===== src/rtl/mem_stage.sv =====
// mem_stage: pipeline MEM stage with a data-memory handshake and the MEM/WB register.
//
// Ports
//   clk, rst          rising-edge clock, synchronous active-high reset
//   MemWb[1:0]        WB controls from EX/MEM  {RegWrite, MemToReg}
//   MemMem[1:0]       MEM controls from EX/MEM {MemRead, MemWrite}
//   MemAluRes[31:0]   ALU result / byte address
//   MemWriteD[31:0]   store data
//   MemRd[4:0]        destination register
//   dmem_req/we/addr/wdata   data-memory request (outputs)
//   dmem_rdata/ready         data-memory response (inputs)
//   stall             hold upstream stages this cycle
//   WbWb/WbReadData/WbAluRes/WbRd   MEM/WB register outputs
//   mem_err           sticky misaligned / illegal / timeout flag
module mem_stage (
  input  logic        clk,
  input  logic        rst,
  input  logic [1:0]  MemWb,
  input  logic [1:0]  MemMem,
  input  logic [31:0] MemAluRes,
  input  logic [31:0] MemWriteD,
  input  logic [4:0]  MemRd,
  output logic        dmem_req,
  output logic        dmem_we,
  output logic [31:0] dmem_addr,
  output logic [31:0] dmem_wdata,
  input  logic [31:0] dmem_rdata,
  input  logic        dmem_ready,
  output logic        stall,
  output logic [1:0]  WbWb,
  output logic [31:0] WbReadData,
  output logic [31:0] WbAluRes,
  output logic [4:0]  WbRd,
  output logic        mem_err
);

  typedef enum logic {StIdle, StWait} state_e;

  state_e      state_q, state_d;
  logic [3:0]  wcnt_q, wcnt_d;
  logic        err_q, err_d;
  logic [1:0]  wb_wb_q, wb_wb_d;
  logic [31:0] wb_rdata_q, wb_rdata_d;
  logic [31:0] wb_alu_q, wb_alu_d;
  logic [4:0]  wb_rd_q, wb_rd_d;

  logic op_present, aligned, is_read, pass;

  assign op_present = (MemMem == 2'b01) || (MemMem == 2'b10);
  assign aligned    = (MemAluRes[1:0] == 2'b00);
  assign is_read    = (MemMem == 2'b10);

  // Address/data are driven straight from EX/MEM; stall freezes them while waiting.
  assign dmem_we    = MemMem[0];
  assign dmem_addr  = {MemAluRes[31:2], 2'b00};
  assign dmem_wdata = MemWriteD;

  always_comb begin
    state_d  = state_q;
    wcnt_d   = wcnt_q;
    err_d    = err_q;
    dmem_req = 1'b0;
    stall    = 1'b0;
    pass     = 1'b0;  // 1: MEM/WB takes the instruction, 0: MEM/WB takes a bubble
    unique case (state_q)
      StIdle: begin
        if (MemMem == 2'b00) begin
          pass = 1'b1;
        end else if (!op_present || !aligned) begin
          err_d = 1'b1;
        end else begin
          dmem_req = 1'b1;
          if (dmem_ready) begin
            pass = 1'b1;
          end else begin
            stall   = 1'b1;
            state_d = StWait;
            wcnt_d  = 4'd0;
          end
        end
      end
      StWait: begin
        dmem_req = 1'b1;
        if (dmem_ready) begin
          pass    = 1'b1;
          state_d = StIdle;
        end else if (wcnt_q == 4'd15) begin
          // Timeout: release the pipeline and drop the access.
          err_d   = 1'b1;
          state_d = StIdle;
        end else begin
          stall  = 1'b1;
          wcnt_d = wcnt_q + 4'd1;
        end
      end
      default: state_d = StIdle;
    endcase
    if (rst) begin
      dmem_req = 1'b0;
      stall    = 1'b0;
    end

    wb_wb_d    = pass ? MemWb : 2'b00;
    wb_alu_d   = pass ? MemAluRes : 32'd0;
    wb_rd_d    = pass ? MemRd : 5'd0;
    wb_rdata_d = (pass && is_read) ? dmem_rdata : 32'd0;
  end

  always_ff @(posedge clk) begin
    if (rst) begin
      state_q    <= StIdle;
      wcnt_q     <= 4'd0;
      err_q      <= 1'b0;
      wb_wb_q    <= 2'b00;
      wb_rdata_q <= 32'd0;
      wb_alu_q   <= 32'd0;
      wb_rd_q    <= 5'd0;
    end else begin
      state_q    <= state_d;
      wcnt_q     <= wcnt_d;
      err_q      <= err_d;
      wb_wb_q    <= wb_wb_d;
      wb_rdata_q <= wb_rdata_d;
      wb_alu_q   <= wb_alu_d;
      wb_rd_q    <= wb_rd_d;
    end
  end

  assign WbWb       = wb_wb_q;
  assign WbReadData = wb_rdata_q;
  assign WbAluRes   = wb_alu_q;
  assign WbRd       = wb_rd_q;
  assign mem_err    = err_q;

endmodule

===== config.mk =====
export PLATFORM = sky130hd
export DESIGN_NAME = mem_stage
export DESIGN_NICKNAME = d
export VERILOG_FILES = /design/src/rtl/mem_stage.sv
export SDC_FILE = /design/constraint.sdc
export NUM_CORES = 1
export LEC_CHECK = 0
export CAP_MARGIN = 25
export CORE_UTILIZATION = 33
export CTS_CLUSTER_SIZE = 8
export DETAILED_ROUTE_END_ITERATION = 10
export HOLD_SLACK_MARGIN = 0.15
export PLACE_DENSITY = 0.83
export SLEW_MARGIN = 20
export SYNTH_ARGS = -nofsm -noshare
export SYNTH_HDL_FRONTEND = slang
export SYNTH_SLANG_ARGS = --single-unit

===== constraint.sdc =====
create_clock -name clk -period 1.71 [get_ports clk]
set_input_delay 0.171 -clock clk [delete_from_list [all_inputs] [get_ports clk]]
set_output_delay 0.171 -clock clk [all_outputs]
set_load 0.01 [all_outputs]

==> metrics.md <==
| Metric | Value |
|---|---|
| VDD IR max | `0.556 mV` |
| Setup tns final | `0 ns` |
| Library cells used by synthesis | `32` |
| Die Y | `98.9 µm` |
| Arrival time at the worst endpoint | `approximately 1.4 ns` |
| Die width | `98.9 µm` |
| Initial Util | `0.348` |
| Final Wtd Congestion | `0.834` |
| Initial antenna violation count | `0` |
| P per Cell Area | `825 nW/µm²` |
| Hold Path Depth | `0` |
| Worst Hold End | `dmem_wdata[6]` |
| Syn Area/Cell | `8.98 µm²` |
| Routed len/inst | `roughly 16 µm` |
| Post-synthesis to final-layout area growth | `55.6%` |
| Critical path startpoint category | `flip-flop` |
| Clock tree sinks | `77` |
| Fin util | `0.542` |
| DRC violations left | `0` |
| Worst Hold Class | `in2out` |
| Post-synth EDFFs | `0` |
| Routed vias | `between 2000 and 3000` |
| H-tree Lvls | `3` |
| Commonest non-fill, non-tap cell in the layout | `clkdlybuf4s50_1` |
| Clock-pin slew on the worst setup and hold paths | `0.09 ns` |
| Leak | `1.85 nW` |
| CP required | `1.54 ns` |
| Fmax | `619 MHz` |
| Cts hold-fix bufs | `0` |
| WHS | `approximately 0.34 ns` |
| Post-DP HPWL | `7210 µm` |
| Worst skew pair latency | `roughly 0.35 ns` |
| Drt total wl | `a little over 9000 µm` |
| Vias per cell | `4.60` |
| Cells after Synth | `around 350` |
| Cell count of the worst reg-to-reg path | `6` |
| FF-to-FF End | `wcnt_q[0]` |
| Row count | `34` |
| Ys async rst share | `0` |
| Sequential area share after synthesis | `0.498` |
| Longest Clk Path Bufs | `2` |
| IO Port Bufs | `180` |
| Post-Syn Area | `3100 µm²` |
| Max FO, Critical Path | `4` |
| Vias in the first global route | `about 2500` |
| GR Util All Layers | `0.179` |
| Pin count of the biggest net entering global routing | `33` |
| Initial DRC count | `85` |
| Hold Vio Cnt, Final | `0` |
| Worst-path cell chain | `ha_2 -> nand3_1 -> a22oi_2 -> nor2_1 -> buf_2` |
| Type of the worst setup path | `reg2out` |
| Clk root buf | `clkbuf_8` |
| RSZ-0062 raised after global routing | `false` |
| Num ports | `247` |
| Grt total ovfl | `0` |
| CTS tree | `yes` |
| Count of final setup violators | `0` |
| Synth warnings | `0` |
| Largest stage delay, worst path | `0.37 ns` |
| R2R Setup Slk | `around 0.34 ns` |
| Worst R2R Start | `wcnt_q[1]` |
| Max-Cap Viols | `0` |
| Share of layout cells above drive strength 1 | `0.106` |
| Synth Flop Type | `dfxtp_1` |
| Final worst path period need | `1.62 ns` |
| Core footprint | `8890 µm²` |
| Global-route wire length before repair | `13300 µm` |
| CP max stage cell | `dfxtp_2` |
| Status | `completed` |
| Final period util | `0.945` |
| #FFs+latches synth | `77` |
| Antenna Nets Post-Route | `0` |
| DIE AREA | `9780 µm²` |
| # nets final | `579` |
| Commonest non-fill, non-tap cells in the layout | `clkdlybuf4s50_1 (176), dfxtp_1 (76), nand2_1 (73)` |
| Critical path endpoint category | `output port` |
| Drt first pass iters | `4` |
| Min-delay src | `MemWriteD[6]` |
| CTS buffer count | `9` |
| Worst Skew | `0.0140 ns` |
| Final Max Tran Viols | `0` |
where the power goes:
group	switching [W]	internal (W)
Combinational	0.000248	0.000368
Clock	0.000679	0.000829
Sequential	0.0000142	0.00184
Total	0.000941	0.00303
sequential cells by signal, summed over array words and instances, names as in the netlist:
register	cells
WbWb	2
state_q	1
WbRd	5
WbReadData	32
wcnt_q	4
WbAluRes	32
mem_err	1
per-stage QoR:
stage	setup slack (ns)	total power [W]	instance area [µm²]	cells
global placement	-0.619	0.00250	4590	562
detailed placement	-0.639	0.00251	4600	563
finish	0.0947	0.00398	4820	582
CTS	0.00817	0.00402	4820	581
floorplan	0.418	0.00222	3100	346
global route	0.00848	0.00416	4820	581
kinds of logic after synthesis:
logic type / Yosys count / synth area share
buffers and inverters: 94 / 0.215
and+or+nand+nor: 87 / 0.120
adders and majority gates: 3 / 0.0121
other: 1 / 0.00121
muxes: 2 / 0.00646
AOI/OAI and AO/OA: 81 / 0.147
DFF: 77 / 0.498
routing by layer:
layer | up-vias | GRT usage | part of all wire
li1 | 1302 | - | -
met1 | 1199 | 0.167 | 0.35
met2 | 165 | 0.351 | 0.54
met3 | 9 | 0.0688 | 0.10
met4 | 0 | 0.0631 | 0.012
met5 | - | 0 | 0
worst max path at each step:
stage                     startpoint  endpoint  slack, ns  depth (start not counted)
final                      wcnt_q[1]     stall       0.09                          5
after floorplan            MemMem[0]     stall       0.42                          5
after global placement     MemMem[0]     stall      -0.62                          7
after global routing       wcnt_q[1]     stall      0.008                          5
after detailed placement   MemMem[0]     stall      -0.64                          7
after CTS                  wcnt_q[1]     stall      0.008                          5
synthesized netlist by cell type, types with 2 or more instances:
| cell type | count | area share |
|---|---|---|
| nor2_1 | 3 | 0.0036 |
| nand2_1 | 73 | 0.088 |
| buf_6 | 7 | 0.025 |
| clkbuf_1 | 5 | 0.0061 |
| ha_1 | 3 | 0.012 |
| mux2i_1 | 2 | 0.0065 |
| a21oi_2 | 2 | 0.0057 |
| buf_2 | 11 | 0.018 |
| buf_4 | 66 | 0.16 |
| dfxtp_1 | 77 | 0.50 |
| nand3_1 | 2 | 0.0032 |
| inv_1 | 4 | 0.0048 |
| a21oi_1 | 71 | 0.11 |
repair_timing:
item | 4_1_cts | 5_1_grt
pin swaps | 2 | 0
setup endpoints to repair | 2 | 1
buffers inserted | 2 | 0
gates resized for setup | 12 | 1
endpoints found under the hold margin | 0 | 0
worst max-delay path: cells and delay by family, from the launching register on:
kind | cells | cell delay (ns)
compound gates | 1 | 0.19
flops | 1 | 0.37
simple gates | 2 | 0.18
buf+inv | 1 | 0.15
fa+ha+maj | 1 | 0.21
layout make-up:
type / instances / area (µm²)
fill: 786 / 4070
timing repair buffer: 200 / 2010
sequential: 77 / 1540
multi-input combinational: 175 / 901
tap: 108 / 135
clock buffer: 11 / 131
clock inverter: 5 / 83.8
inverter: 5 / 18.8
antenna: 1 / 2.50
Power figures use the tool's default switching activity.
